## config.mk

```make
export PLATFORM = sky130hd
export DESIGN_NAME = vc_input_buffer
export DESIGN_NICKNAME = d
export VERILOG_FILES = /design/src/rtl/noc_params.sv /design/src/rtl/vc_input_buffer_vc_fifo_slice.sv /design/src/rtl/vc_input_buffer.sv
export SDC_FILE = /design/constraint.sdc
export NUM_CORES = 1
export LEC_CHECK = 0
export ABC_AREA = 1
export ABC_CLOCK_PERIOD_IN_PS = 2300
export CAP_MARGIN = 20
export CORE_UTILIZATION = 55
export CTS_CLUSTER_SIZE = 12
export DETAILED_ROUTE_END_ITERATION = 12
export GPL_ROUTABILITY_DRIVEN = 0
export HOLD_SLACK_MARGIN = 0.05
export MAX_ROUTING_LAYER = met4
export PLACE_DENSITY = 0.75
export SLEW_MARGIN = 15
export SYNTH_ARGS = -nofsm -noshare
export SYNTH_HDL_FRONTEND = slang
export SYNTH_HIERARCHICAL = 1
export SYNTH_SLANG_ARGS = --single-unit
```

## constraint.sdc

```tcl
create_clock -name clk -period 2.3 [get_ports clk]
set_input_delay 0.46 -clock clk [delete_from_list [all_inputs] [get_ports clk]]
set_output_delay 0.46 -clock clk [all_outputs]
set_load 0.005 [all_outputs]
```

## src/rtl/noc_params.sv

```systemverilog
// Shared NoC parameters and the flit payload carried between routers.
package noc_params;

  localparam int unsigned VC_NUM    = 2;
  localparam int unsigned VC_SIZE   = (VC_NUM > 1) ? $clog2(VC_NUM) : 1;
  localparam int unsigned DATA_SIZE = 16;

  typedef struct packed {
    logic [VC_SIZE-1:0]   vc_id;
    logic [DATA_SIZE-1:0] data;
  } flit_t;

endpackage

```

## src/rtl/vc_input_buffer_vc_fifo_slice.sv

```systemverilog
// One virtual-channel FIFO: storage, wrap-by-compare pointers, count and
// registered status, plus per-cycle accept/overflow/underflow strobes.
module vc_fifo_slice
  import noc_params::*;
#(
  parameter int unsigned BUFFER_SIZE    = 8,
  parameter int unsigned PIPELINE_DEPTH = 5,
  localparam int unsigned CNT_W         = $clog2(BUFFER_SIZE + 1)
) (
  input  logic             clk,
  input  logic             rst,
  input  logic             wr_en,
  input  logic             rd_en,
  input  flit_t            data_i,
  output flit_t            data_c,
  output logic             is_full_o,
  output logic             is_empty_o,
  output logic             on_off_o,
  output logic [CNT_W-1:0] occupancy_o,
  output logic             accept_c,
  output logic             overflow_c,
  output logic             underflow_c
);

  localparam int unsigned PTR_W    = $clog2(BUFFER_SIZE);
  localparam int unsigned LAST     = BUFFER_SIZE - 1;
  localparam int unsigned ON_LIMIT = BUFFER_SIZE - PIPELINE_DEPTH;

  flit_t             mem_q [BUFFER_SIZE];
  logic [PTR_W-1:0]  head_q, head_d, tail_q, tail_d;
  logic [CNT_W-1:0]  count_q, count_d;
  logic              full_q, full_d, empty_q, empty_d, on_off_q, on_off_d;
  logic              do_rd, do_wr;

  // A full slice still accepts a write when the same cycle pops it.
  always_comb begin
    do_rd       = rd_en && !empty_q;
    do_wr       = wr_en && (!full_q || do_rd);
    accept_c    = do_wr;
    overflow_c  = wr_en && !do_wr;
    underflow_c = rd_en && empty_q;
    head_d      = head_q;
    tail_d      = tail_q;
    count_d     = count_q;
    if (do_rd) head_d = (head_q == PTR_W'(LAST)) ? '0 : head_q + PTR_W'(1);
    if (do_wr) tail_d = (tail_q == PTR_W'(LAST)) ? '0 : tail_q + PTR_W'(1);
    if (do_wr && !do_rd)      count_d = count_q + CNT_W'(1);
    else if (do_rd && !do_wr) count_d = count_q - CNT_W'(1);
    full_d   = (count_d == CNT_W'(BUFFER_SIZE));
    empty_d  = (count_d == '0);
    on_off_d = (count_d < CNT_W'(ON_LIMIT));
  end

  always_ff @(posedge clk or negedge rst) begin
    if (!rst) begin
      head_q   <= '0;
      tail_q   <= '0;
      count_q  <= '0;
      full_q   <= 1'b0;
      empty_q  <= 1'b1;
      on_off_q <= 1'b1;
    end else begin
      head_q   <= head_d;
      tail_q   <= tail_d;
      count_q  <= count_d;
      full_q   <= full_d;
      empty_q  <= empty_d;
      on_off_q <= on_off_d;
    end
  end

  // Storage is deliberately left unreset.
  always_ff @(posedge clk) begin
    if (do_wr) mem_q[tail_q] <= data_i;
  end

  assign data_c      = mem_q[head_q];
  assign is_full_o   = full_q;
  assign is_empty_o  = empty_q;
  assign on_off_o    = on_off_q;
  assign occupancy_o = count_q;

endmodule

```

## src/rtl/vc_input_buffer.sv

```systemverilog
// Router input-port buffer: one FIFO slice per VC, write steered by vc_id,
// pop by explicit VC index, sticky overflow/underflow detection.
module vc_input_buffer
  import noc_params::*;
#(
  parameter int unsigned BUFFER_SIZE    = 8,
  parameter int unsigned PIPELINE_DEPTH = 5,
  parameter int unsigned VC_NUM         = noc_params::VC_NUM,
  localparam int unsigned CNT_W         = $clog2(BUFFER_SIZE + 1)
) (
  input  logic                          clk,
  input  logic                          rst,
  input  flit_t                         data_i,
  input  logic                          write_i,
  input  logic                          read_i,
  input  logic [VC_SIZE-1:0]            read_vc_i,
  output flit_t                         data_o,
  output logic [VC_NUM-1:0]             is_full_o,
  output logic [VC_NUM-1:0]             is_empty_o,
  output logic [VC_NUM-1:0]             on_off_o,
  output logic [VC_NUM-1:0][CNT_W-1:0]  occupancy_o,
  output logic                          overflow_o,
  output logic                          underflow_o
);

  if (BUFFER_SIZE <= PIPELINE_DEPTH) begin : g_bad_depth
    $error("vc_input_buffer: BUFFER_SIZE must exceed PIPELINE_DEPTH");
  end
  if (BUFFER_SIZE < 2 || VC_NUM < 1 || VC_NUM > (2 ** VC_SIZE)) begin : g_bad_size
    $error("vc_input_buffer: illegal BUFFER_SIZE or VC_NUM");
  end

  logic [VC_NUM-1:0] wr_en, rd_en, accept, slice_ovf, slice_ufl;
  flit_t             slice_data [VC_NUM];
  logic              overflow_q, overflow_d, underflow_q, underflow_d;

  for (genvar v = 0; v < VC_NUM; v++) begin : g_vc
    assign wr_en[v] = write_i && (data_i.vc_id == VC_SIZE'(v));
    assign rd_en[v] = read_i && (read_vc_i == VC_SIZE'(v));

    vc_fifo_slice #(
      .BUFFER_SIZE   (BUFFER_SIZE),
      .PIPELINE_DEPTH(PIPELINE_DEPTH)
    ) u_slice (
      .clk        (clk),
      .rst        (rst),
      .wr_en      (wr_en[v]),
      .rd_en      (rd_en[v]),
      .data_i     (data_i),
      .data_c     (slice_data[v]),
      .is_full_o  (is_full_o[v]),
      .is_empty_o (is_empty_o[v]),
      .on_off_o   (on_off_o[v]),
      .occupancy_o(occupancy_o[v]),
      .accept_c   (accept[v]),
      .overflow_c (slice_ovf[v]),
      .underflow_c(slice_ufl[v])
    );
  end

  // Head-of-queue mux; an out-of-range read VC shows zero.
  always_comb begin
    data_o = '0;
    for (int unsigned v = 0; v < VC_NUM; v++) begin
      if (read_vc_i == VC_SIZE'(v)) data_o = slice_data[v];
    end
  end

  // A write nobody accepted covers out-of-range vc_id as well as full slices.
  always_comb begin
    overflow_d  = overflow_q | (|slice_ovf) | (write_i && !(|accept));
    underflow_d = underflow_q | (|slice_ufl) | (read_i && !(|rd_en));
  end

  always_ff @(posedge clk or negedge rst) begin
    if (!rst) begin
      overflow_q  <= 1'b0;
      underflow_q <= 1'b0;
    end else begin
      overflow_q  <= overflow_d;
      underflow_q <= underflow_d;
    end
  end

  assign overflow_o  = overflow_q;
  assign underflow_o = underflow_q;

endmodule

```

After elaboration in Yosys (flattened, before gate mapping) --
Memories as Yosys holds them, arrays and structs flattened. Cells that the tools add are included.
Storage, ports and cells: memories 2, register bits after elaboration 28, logic and storage cells 87, RAM bits 272
Operators by class: add/sub/neg operators 8, bitwise gates (word level) 6, order comparisons 2, eq/ne operators 6, reductions and logical operators 36, muxes and demuxes 13
Memory list:
- g_vc[0].u_slice.mem_q | words 8, bits a word 17, read ports 1, clocked after Yosys merged registers in 0, write ports 1, RTL line vc_input_buffer_vc_fifo_slice.sv:29 | flit_t mem_q [BUFFER_SIZE];
- g_vc[1].u_slice.mem_q | words 8, bits a word 17, read ports 1, clocked after Yosys merged registers in 0, write ports 1, RTL line vc_input_buffer_vc_fifo_slice.sv:29
Operator list (number):
- $logic_and 1x1->1 | 18
- $mux 17 | 1
- $mux 4 | 4
- $add 3x1->3 const B | 4
- $eq 3x3->1 const B | 4
- $mux 3 | 4
- $logic_not 1->1 | 10
- $add 4x1->4 const B | 2
- $eq 4x4->1 const B | 2
- $logic_not 4->1 | 2
- $lt 4x2->1 const B | 2
- $reduce_or 2->1 | 4
- $sub 4x1->4 const B | 2
- $mux 1 | 4
- $or 1x1->1 | 4
- $logic_or 1x1->1 | 2
- $not 1->1 | 2

Depth between registers and ports, before layout --
Gate-level depths: netlist (run 1).
word-level depth 10, gate-level depth with buffers 13, mapped depth without buffers 11

Modules after synthesis --
Netlist (run 1), hierarchy kept.
By module, submodules not included:
- vc_fifo_slice (g_vc[0].u_slice) | cells an instance 495, sequential area each 4411.7 µm², times used 1, area an instance 6107.1 µm²
- vc_fifo_slice (g_vc[1].u_slice) | cells an instance 458, sequential area each 4411.7 µm², times used 1, area an instance 6063.3 µm²
- vc_input_buffer | cells an instance 75, sequential area each 50.0 µm², times used 1, area an instance 429.2 µm²

Worst setup path after synthesis (run 1) --
Ideal clock, no wire load.
path type input to register, start point input read_vc_i, end point memory g_vc[0].u_slice/mem_q[1][0] (netlist bit) (enable), data arrival time 2203 ps, library setup time 390 ps, stages 9, slack -293 ps, cell sequence buf_6 buf_6 nor2_1 nand2_4 a21oi_4 inv_2 nor2_1 inv_1 nor2_1
On the way: longest elaborated chain between the ends 7
RTL lines:
- from (decl) | RTL line vc_input_buffer.sv:16 | input logic [VC_SIZE-1:0] read_vc_i,
- $not 1->1
- $logic_and 1x1->1 | RTL line vc_input_buffer.sv:39 | assign rd_en[v] = read_i && (read_vc_i == VC_SIZE'(v));
- named net rd_en[0] | RTL line vc_input_buffer.sv:33 | logic [VC_NUM-1:0] wr_en, rd_en, accept, slice_ovf, slice_ufl;
- $logic_and 1x1->1 | RTL line vc_input_buffer_vc_fifo_slice.sv:37 | do_rd = rd_en && !empty_q;
- $logic_or 1x1->1 | RTL line vc_input_buffer_vc_fifo_slice.sv:38 | do_wr = wr_en && (!full_q || do_rd);
- $logic_and 1x1->1 | RTL line vc_input_buffer_vc_fifo_slice.sv:38
- named net accept[0] | RTL line vc_input_buffer.sv:33
- $mux 1 | RTL line vc_input_buffer_vc_fifo_slice.sv:74 | if (do_wr) mem_q[tail_q] <= data_i;
- $mux 1 (not written as such) | RTL line vc_input_buffer_vc_fifo_slice.sv:74
- to (decl) | RTL line vc_input_buffer_vc_fifo_slice.sv:29
The timed path passes the listed nets, and every way through them passes these cells.

==> results.json, run 1 <==
{
  "start_util_pct": 55.8,
  "timing.max_slew.rel_slack_pct": 55.0,
  "route.vias.total": 8334,
  "slew_viol_final": 0,
  "cts-buffers-inserted": 30,
  "post_synthesis_register_bit_count": 300,
  "grtUsageTotal_pct": 25.0,
  "layout.cell_area.non_filler_um2": 15500,
  "grtUsageMet2_pct": 42.2,
  "cts.root.buffer_cell": "clkbuf_16",
  "boundaryPins": 55,
  "gr-usage-met3_pct": 3.23,
  "cts.sinks": 300,
  "fp.dieArea_um2": 23500,
  "first_pass_grt_wire_length_mm": 43.6,
  "insertion_delay_ns": 0.55,
  "drtAntennaViolNets": 0,
  "number_of_drc_violations_after_detailed_routing_iteration_0": 672,
  "first_global_vias": 8286,
  "max_cap_violations": 0,
  "most_common_cell_after_layout_fill_and_taps_aside": "edfxtp_1",
  "regToRegEndpoint": "g_vc[0].u_slice/mem_q[1][13]",
  "setup.worst_path.start": "g_vc[0].u_slice/head_q[0]",
  "wirelength_mm": 29.0,
  "max-clock-path-buffers": 3,
  "nets": 1198,
  "irDropWorstVdd_uv": 742,
  "share_of_cells_above_drive_strength_1_pct": 20.0,
  "worst_setup_path_end_kind": "primary output",
  "post-place-cells": 1385,
  "drc": 0,
  "std_cell_rows": 55,
  "violations": "negative setup slack",
  "pin_count_of_the_biggest_net_entering_global_routing": 43,
  "worstSetupStartpointType": "register",
  "hold_violations": 0,
  "worstMarginPinSlew_ns": 0.673,
  "arrival_time_of_data_at_the_critical_path_endpoint_ns": 2.33,
  "synth_top_family_by_area": "simple AND/OR/NAND/NOR gates",
  "fin_crit_ns": 2.79,
  "cts_tree": "built",
  "simple_gate_share_of_the_synthesized_area_pct": 11.4,
  "finalSetupTns_ns": -6.21,
  "postLayoutSetupSlackWorst_ns": -0.486,
  "cts-htree-levels": 1,
  "synth-adder-area-share_pct": 1.19,
  "clkTransAtPathRegs_ns": 0.06,
  "top_usage_layer": "met2",
  "critPathCapture": "data_o[11]",
  "unrepaired_setup_endpoints_after_global_routing": "yes",
  "hpwl_mm": 17.2,
  "avgSynthCellArea_um2": 12.3,
  "post_synth_instance_area_um2": 12600,
  "dp_slack_ns": -0.226,
  "synth-xor-area-share_pct": 0.209,
  "globalRouteOverflowTotal": 0,
  "timing.reg2reg.worst_path_depth": 8,
  "routed_via_density": 5.65,
  "worstPathRequired_ns": 1.84,
  "synth_compound_area_share_pct": 8.30,
  "antenna_found_initial": 1,
  "max_freq_mhz": 359,
  "syn-num-nets": 1062,
  "num-fill-cells": 1509,
  "avgRoutedWirePerCell_um": 19.7,
  "crit_fanout": 6,
  "timing.setup.critical_path_class": "register to primary output",
  "skew_ns": 0.0124,
  "synth_mux_area_share_pct": 4.05,
  "r2r_start": "g_vc[0].u_slice/is_empty_o",
  "timing.final.crit_share_pct": 121,
  "seq_area_frac_synth_pct": 70.4,
  "core_box_area_um2": 22600,
  "setup_violations": 17,
  "port_buffers": 54,
  "postPlaceCellArea_um2": 14100,
  "area_growth_syn_to_layout_pct": 23.1,
  "drtPass1Iterations": 6,
  "yosys_warnings": 6,
  "leakagePower_nw": 5.84,
  "outcome": "finished with violations",
  "most-common-layout-cells": "272 x edfxtp_1, 186 x nand2_1, 119 x nor2_1",
  "syn_inst": 1028,
  "grt.met1_usage_pct": 31.2,
  "synthDistinctLibCells": 34,
  "dieWidth_um": 153,
  "reg2reg_slack_ns": 0.63,
  "min_path_type": "input pin to async pin",
  "power_density_nw_per_um2": 1210,
  "die-height_um": 153,
  "holdWs_ns": 0.308,
  "stdcell_count": 1474
}
metal layers:
layer | part of all wire (%) | vias up
met4 | 2.8 | 0
met3 | 7.0 | 60
met5 | 0 | -
li1 | - | 3886
met2 | 50 | 334
met1 | 40 | 4054
worst min-delay path by stage:
stage,start,end,slack (ns),depth (start not counted)
after floorplan,rst,g_vc[0].u_slice/head_q[0],0.16,0
after global placement,overflow_o,overflow_o,0.44,2
after detailed placement,overflow_o,overflow_o,0.46,2
after CTS,rst,g_vc[0].u_slice/occupancy_o[2],0.31,2
after global routing,rst,g_vc[0].u_slice/tail_q[1],0.35,2
final,rst,g_vc[0].u_slice/head_q[0],0.31,2
per-stage QoR:
step / power, mW / util [%]
floorplan: 10.7 / -
global placement: 13.0 / 62.4
detailed placement: 13.1 / 62.4
CTS: 18.2 / 67.7
global route: 19.7 / 68.7
finish: 18.7 / 68.7
area by class of cell:
type | count | area (um^2) | area share [%]
sequential | 300 | 8880 | 57.2
timing repair buffer | 154 | 1800 | 11.6
clock inverter | 5 | 25.0 | 0.161
antenna | 1 | 2.50 | 0.0161
inverter | 70 | 268 | 1.73
tap | 285 | 357 | 2.30
multi-input combinational | 608 | 3310 | 21.4
clock buffer | 51 | 871 | 5.61
state kept, by name, indices dropped and copies added, names as in the netlist:
signal / count
g_vc.u_slice/head_q: 6
g_vc.u_slice/is_empty_o: 2
g_vc.u_slice/is_full_o: 2
g_vc.u_slice/mem_q: 272
g_vc.u_slice/occupancy_o: 8
g_vc.u_slice/on_off_o: 2
g_vc.u_slice/tail_q: 6
overflow_o: 1
underflow_o: 1
cell families (layout without fill, tap and decap cells):
logic type,count (synthesis),in the layout
simple gates,359,359
buf+inv,120,280
flops,300,300
other cells,0,1
fa+ha+maj,12,12
mux,51,51
xor+xnor,3,3
compound gates,183,183
cells in the mapped netlist:
cell type,n,area share [%]
o22ai_1,53,2.6
nand4_1,1,0.050
buf_2,20,0.79
buf_6,6,0.54
a21oi_1,2,0.079
xor2_1,1,0.070
buf_12,1,0.16
o21ai_1,41,1.6
dfstp_2,4,0.83
edfxtp_1,272,65
nand3_2,2,0.16
inv_2,11,0.33
nand2_4,2,0.18
nand2_2,6,0.30
mux2i_1,51,4.1
nor2_2,2,0.099
nand3_1,11,0.44
nand2_1,191,5.7
nor2_4,2,0.18
buf_4,2,0.12
inv_1,56,1.7
clkbuf_2,3,0.12
a21oi_4,2,0.26
nor2_1,138,4.1
nor3_1,2,0.079
o21ai_2,11,0.76
or2_1,2,0.099
buf_8,1,0.12
ha_1,12,1.2
o21ai_0,74,2.9
clkinv_1,3,0.089
clkbuf_1,17,0.51
dfrtp_1,24,4.8
xnor2_1,2,0.14
critical path, stage by stage (launching register included):
cell and delay [ns]:
dfrtp_2 0.48, buf_12 0.16, buf_12 0.11, buf_12 0.12, buf_6 0.11, mux2i_1 0.11, o22ai_1 0.12, nand2_1 0.06
nand2_1 0.07, inv_1 0.05, o21ai_2 0.21, buf_2 0.16
report_power, final:
group | switching (mW) | internal [mW] | leakage (nW)
Clock | 1.92 | 2.55 | 0.429
Combinational | 4.08 | 3.34 | 2.63
Sequential | 0.344 | 6.51 | 2.78
Total | 6.34 | 12.4 | 5.84
timing repair:
item                       CTS  global route
hold buffers                 0             0
setup endpoints to repair   17            17
gates resized for setup     82            68
setup buffers               20             5
pin swaps                   17            27
gates cloned                 3             5
Power figures use the tool's default switching activity.
==> inputs of run 2 (changes only) <==
--- a/config.mk
+++ b/config.mk
@@ -5,7 +5,6 @@
 export SDC_FILE = /design/constraint.sdc
 export NUM_CORES = 1
 export LEC_CHECK = 0
-export ABC_AREA = 1
 export ABC_CLOCK_PERIOD_IN_PS = 2300
 export CAP_MARGIN = 20
 export CORE_UTILIZATION = 55
@@ -14,7 +13,7 @@
 export GPL_ROUTABILITY_DRIVEN = 0
 export HOLD_SLACK_MARGIN = 0.05
 export MAX_ROUTING_LAYER = met4
-export PLACE_DENSITY = 0.75
+export PLACE_DENSITY = 0.76
 export SLEW_MARGIN = 15
 export SYNTH_ARGS = -nofsm -noshare
 export SYNTH_HDL_FRONTEND = slang
==> results.json, run 2 <==
{
  "outcome": "finished with violations",
  "violations": "negative setup slack",
  "cts.root.buffer_cell": "clkbuf_16",
  "share_of_cells_above_drive_strength_1_pct": 37.9,
  "netSwitchingPower_mw": 5.27,
  "ys_top_cells_by_count": "272 x edfxtp_1, 66 x mux4_1, 45 x mux2_2, 25 x nand2_1, 24 x dfrtp_1",
  "boundaryPins": 55,
  "leakagePower_nw": 5.31,
  "avgSynthCellArea_um2": 21.4,
  "cts_tree": "built",
  "antenna_cells": 0,
  "drtPass1Iterations": 4,
  "hpwl_mm": 15.4,
  "max_cap_violations": 0,
  "p_comb_share_pct": 37.7,
  "yosys_warnings": 6,
  "port_buffers": 54,
  "stdcell_count": 1014,
  "antenna_found_initial": 0,
  "synth_edf_count": 272,
  "irDropWorstVdd_uv": 770,
  "clock_network_fraction_of_total_power_pct": 24.4,
  "worstPathRequired_ns": 1.84,
  "async_reset_ff_share_pct": 9.33,
  "routed_via_density": 6.04,
  "intPower_mw": 13.4,
  "worstMarginPinSlew_ns": 0.604,
  "skew_ns": 0.0263,
  "globalRouteOverflowTotal": 0,
  "timing.max_slew.rel_slack_pct": 59.6,
  "clkTransAtPathRegs_ns": 0.06,
  "timing.setup.critical_path_class": "register to primary output",
  "netlist.area_leader.share_pct": 66.4,
  "synth.most_common_cell": "edfxtp_1",
  "insertion_delay_ns": 0.55,
  "holdWs_ns": 0.113,
  "die-height_um": 152,
  "grtUsageTotal_pct": 25.6,
  "start_util_pct": 56.2,
  "postLayoutSetupSlackWorst_ns": -0.684,
  "crit_fanout": 6,
  "postSynth.topFlopCell": "edfxtp_1",
  "syn_inst": 575,
  "largest-register": "g_vc.u_slice/mem_q",
  "finish.utilization_pct": 69.2,
  "cts-htree-levels": 1,
  "syn-num-nets": 609,
  "most_common_cell_after_layout_fill_and_taps_aside": "edfxtp_1",
  "post_synth_instance_area_um2": 12300,
  "dp_slack_ns": -0.407,
  "fp.dieArea_um2": 23000,
  "hold_violations": 0,
  "post_synthesis_register_bit_count": 300,
  "core_box_area_um2": 21900,
  "wirelength_mm": 27.1,
  "number_of_drc_violations_after_detailed_routing_iteration_0": 577,
  "max_freq_mhz": 335,
  "drc": 0,
  "slew_viol_final": 0,
  "synthDominantAreaCellType": "edfxtp_1",
  "post-place-cells": 935,
  "pin_count_of_the_biggest_net_entering_global_routing": 26,
  "worst_setup_path_end_kind": "primary output",
  "dieWidth_um": 152,
  "first_pass_grt_wire_length_mm": 40.3,
  "arrival_time_of_data_at_the_critical_path_endpoint_ns": 2.52,
  "first_global_vias": 6611,
  "max-clock-path-buffers": 3,
  "cts-buffers-inserted": 31,
  "synthDistinctLibCells": 45,
  "setup_violations": 17,
  "route.vias.total": 6122,
  "nets": 749,
  "share_seq_of_total_power_pct": 37.9,
  "seq_area_frac_synth_pct": 72.1,
  "worstSetupStartpointType": "register",
  "unrepaired_setup_endpoints_after_global_routing": "yes",
  "std_cell_rows": 54,
  "cts.sinks": 300,
  "power.share.switching_pct": 28.3,
  "drtAntennaViolNets": 0,
  "avgRoutedWirePerCell_um": 26.8,
  "timing.final.crit_share_pct": 130,
  "largest_register_ffs": 272,
  "fin_crit_ns": 2.98,
  "area_growth_syn_to_layout_pct": 23.2,
  "min_path_type": "input pin to async pin",
  "post_cts_hold_buffer_count": 0,
  "power_density_nw_per_um2": 1230,
  "most-common-layout-cells": "272 x edfxtp_1, 55 x mux4_2, 43 x mux2_4",
  "netlist_top_cells_area": "edfxtp_1 66%, mux4_1 14%, dfrtp_1 4.9%"
}
-- run 2: cell type report --
class | count | area (um^2)
Clock inverter | 7 | 61.3
Multi-Input combinational cell | 242 | 3330
Sequential cell | 300 | 8880
Timing Repair Buffer | 132 | 1650
Fill cell | 1355 | 6730
Inverter | 8 | 37.5
Tap cell | 280 | 350
Clock buffer | 45 | 848
-- run 2: per-stage QoR --
stage | area [um^2] | total power [mW] | TNS [ns]
final | 15200 | 18.6 | -10.85
after global routing | 15200 | 19.4 | -11.88
after CTS | 15200 | 18.7 | -10.90
after detailed placement | 13900 | 12.7 | -57.06
after global placement | 13900 | 12.5 | -51.52
after floorplan | 12500 | 10.4 | -9.37
-- run 2: cell families (layout without fill, tap and decap cells) --
| group | after synthesis | after routing | share of synthesized area (%) |
|---|---|---|---|
| muxes | 123 | 123 | 19.7 |
| AOI/OAI and AO/OA | 18 | 18 | 0.997 |
| xor gates and xnor gates | 6 | 6 | 0.488 |
| buffers and inverters | 33 | 192 | 1.83 |
| and+or+nand+nor | 83 | 83 | 3.59 |
| DFF | 300 | 300 | 72.1 |
| adders and majority gates | 12 | 12 | 1.22 |
-- run 2: timing repair --
| action | CTS | global route |
|---|---|---|
| buffers inserted | 23 | 3 |
| gates resized for setup | 177 | 11 |
| cloned | 5 | 0 |
| endpoints found under the setup margin | 17 | 17 |
-- run 2: power by group through the flow --
| stage | clock network [mW] | registers, mW | logic (mW) |
|---|---|---|---|
| floorplan | 0 | 7.01 | 3.36 |
| global placement | 0 | 7.08 | 5.39 |
| detailed placement | 0 | 7.15 | 5.55 |
| CTS | 4.61 | 7.05 | 7.00 |
| global route | 4.83 | 7.11 | 7.44 |
| finish | 4.55 | 7.06 | 7.03 |
-- run 2: final timing paths --
check	slack [ns]	start	to	cells after the start
min in group clk	0.50	underflow_o	underflow_o	1
worst max-delay path	-0.68	g_vc[0].u_slice/head_q[0]	data_o[5]	7
worst min-delay path	0.11	rst	g_vc[0].u_slice/tail_q[1]	1
worst min register to register	0.50	underflow_o	underflow_o	1
worst max register to register	0.53	g_vc[1].u_slice/head_q[0]	g_vc[1].u_slice/head_q[2]	6
max in group asynchronous	1.53	rst	g_vc[1].u_slice/on_off_o	2
-- run 2: per-layer routing --
metal | track usage, % | share of wire, % | vias to the layer above
met5 | - | 0 | -
met4 | 6.09 | 1.7 | 0
met3 | 3.05 | 5.2 | 35
met2 | 43.8 | 52 | 238
met1 | 33.1 | 41 | 3218
li1 | - | - | 2631
-- run 2: critical path, stage by stage, from the launching register on --
cell     delay [ns]
dfrtp_2        0.40
buf_6          0.15
buf_16         0.13
buf_8          0.12
mux4_2         0.49
mux2_4         0.27
mux2_4         0.29
buf_6          0.12
==> inputs of run 3 (changes only) <==
--- a/config.mk
+++ b/config.mk
@@ -11,10 +11,11 @@
 export CTS_CLUSTER_SIZE = 12
 export DETAILED_ROUTE_END_ITERATION = 12
 export GPL_ROUTABILITY_DRIVEN = 0
+export GPL_TIMING_DRIVEN = 0
 export HOLD_SLACK_MARGIN = 0.05
 export MAX_ROUTING_LAYER = met4
 export PLACE_DENSITY = 0.76
-export SLEW_MARGIN = 15
+export SLEW_MARGIN = 20
 export SYNTH_ARGS = -nofsm -noshare
 export SYNTH_HDL_FRONTEND = slang
 export SYNTH_HIERARCHICAL = 1
==> results.json, run 3 (synthesized netlist as in run 2, its figures left out) <==
{
  "drc": 0,
  "most-common-layout-cells": "272 x edfxtp_1, 52 x mux4_2, 42 x mux2_4",
  "postLayoutSetupSlackWorst_ns": -0.781,
  "cts.sinks": 300,
  "worstPathCellList": "buf_6 > buf_4 > buf_16 > mux4_1 > mux2_4 > mux2_4 > buf_6",
  "max-clock-path-buffers": 3,
  "max_cap_violations": 0,
  "cts-buffers-inserted": 30,
  "routed_via_density": 5.98,
  "nets": 758,
  "r2r_start": "g_vc[0].u_slice/is_empty_o",
  "drtPass1Iterations": 7,
  "post-place-cells": 913,
  "antenna_found_initial": 0,
  "boundaryPins": 55,
  "drtAntennaViolNets": 0,
  "timing.final.crit_share_pct": 134,
  "globalRouteOverflowTotal": 0,
  "slowest_delay_ns": 0.54,
  "timing.reg2reg.worst_path_depth": 6,
  "outcome": "finished with violations",
  "fp.dieArea_um2": 23000,
  "insertion_delay_ns": 0.57,
  "holdWs_ns": 0.478,
  "share_of_cells_above_drive_strength_1_pct": 37.9,
  "cts-htree-levels": 1,
  "cp_slowest_cell": "mux4_1",
  "slew_viol_final": 0,
  "die-height_um": 152,
  "pin_count_of_the_biggest_net_entering_global_routing": 29,
  "unrepaired_setup_endpoints_after_global_routing": "yes",
  "power_density_nw_per_um2": 1230,
  "std_cell_rows": 54,
  "largest_register_ffs": 272,
  "worstMarginPinSlew_ns": 0.757,
  "dieWidth_um": 152,
  "skew_ns": 0.0251,
  "violations": "negative setup slack",
  "finalSetupTns_ns": -12.20,
  "fin_crit_ns": 3.08,
  "hold_violations": 0,
  "worst_setup_path_end_kind": "primary output",
  "clkTransAtPathRegs_ns": 0.06,
  "crit_fanout": 6,
  "port_buffers": 53,
  "core_box_area_um2": 21900,
  "grtUsageTotal_pct": 24.4,
  "largest-register": "g_vc.u_slice/mem_q",
  "worstSetupStartpointType": "register",
  "area_growth_syn_to_layout_pct": 22.7,
  "avgRoutedWirePerCell_um": 25.5,
  "most_common_cell_after_layout_fill_and_taps_aside": "edfxtp_1",
  "cts.root.buffer_cell": "clkbuf_16",
  "timing.setup.critical_path_class": "register to primary output",
  "number_of_drc_violations_after_detailed_routing_iteration_0": 549,
  "regToRegEndpoint": "g_vc[0].u_slice/mem_q[0][12]",
  "leakagePower_nw": 5.32,
  "total_power_mw": 18.5,
  "cts_tree": "built",
  "setup_violations": 17,
  "reg2reg_slack_ns": 0.22,
  "first_global_vias": 6403,
  "first_pass_grt_wire_length_mm": 38.5,
  "max_freq_mhz": 325,
  "finish.utilization_pct": 68.9,
  "route.vias.total": 6112,
  "worstPathRequired_ns": 1.84,
  "stdcell_count": 1022,
  "min_path_type": "input pin to async pin",
  "arrival_time_of_data_at_the_critical_path_endpoint_ns": 2.62,
  "wirelength_mm": 26.1,
  "antenna_cells": 0,
  "irDropWorstVdd_uv": 724,
  "setup.worst_path.start": "g_vc[1].u_slice/head_q[0]",
  "timing.max_slew.rel_slack_pct": 49.2,
  "hpwl_mm": 15.5,
  "start_util_pct": 56.2
}
-- run 3: layer usage --
| metal | GRT usage (%) | share of wire (%) | vias to the layer above |
|---|---|---|---|
| met5 | - | 0 | - |
| met4 | 6.73 | 2.5 | 0 |
| met3 | 3.44 | 5.4 | 46 |
| met2 | 40.6 | 50 | 229 |
| met1 | 32.0 | 42 | 3173 |
| li1 | - | - | 2664 |
-- run 3: cell type report --
cell class	count	area (um^2)
plain buffers	25	310
fillers	1347	6800
inverters	8	37.5
multi-input cells	242	3360
clock buffers	43	810
repair buffers	117	1290
well taps	280	350
flip-flops and latches	300	8870
clock inverters	7	55.1
-- run 3: timing repair --
action / CTS / global route
setup endpoints to repair: 250 / 17
pin swaps: 8 / 0
buffers inserted: 53 / 5
endpoints found under the hold margin: 24 / 0
cloned: 2 / 0
gates resized for setup: 215 / 14
hold buffers: 1 / 0
-- run 3: report_power, final --
group	switching [mW]	leakage [nW]	internal, mW
Combinational	2.99	2.11	4.22
Sequential	0.443	2.79	6.57
Clock	1.90	0.417	2.42
-- run 3: through the flow --
step                cell area, um^2  setup WS, ns
floorplan                     12500        -0.128
global placement              13400         -1.25
detailed placement            13500         -1.19
CTS                           15100        -0.774
global route                  15100        -0.841
finish                        15100        -0.781
-- run 3: worst max-delay path by stage --
| stage | cells after the start | end |
|---|---|---|
| floorplan | 8 | g_vc[0].u_slice/mem_q[6][0] |
| global placement | 5 | g_vc[0].u_slice/mem_q[2][4] |
| detailed placement | 6 | g_vc[1].u_slice/mem_q[1][0] |
| CTS | 8 | data_o[7] |
| global route | 8 | data_o[7] |
| finish | 7 | data_o[7] |
-- run 3: worst max-delay path, delay by kind of cell, from the launching register on --
kind	cells	cell delay (ns)
flops	1	0.36
mux	3	1.13
buf+inv	4	0.54
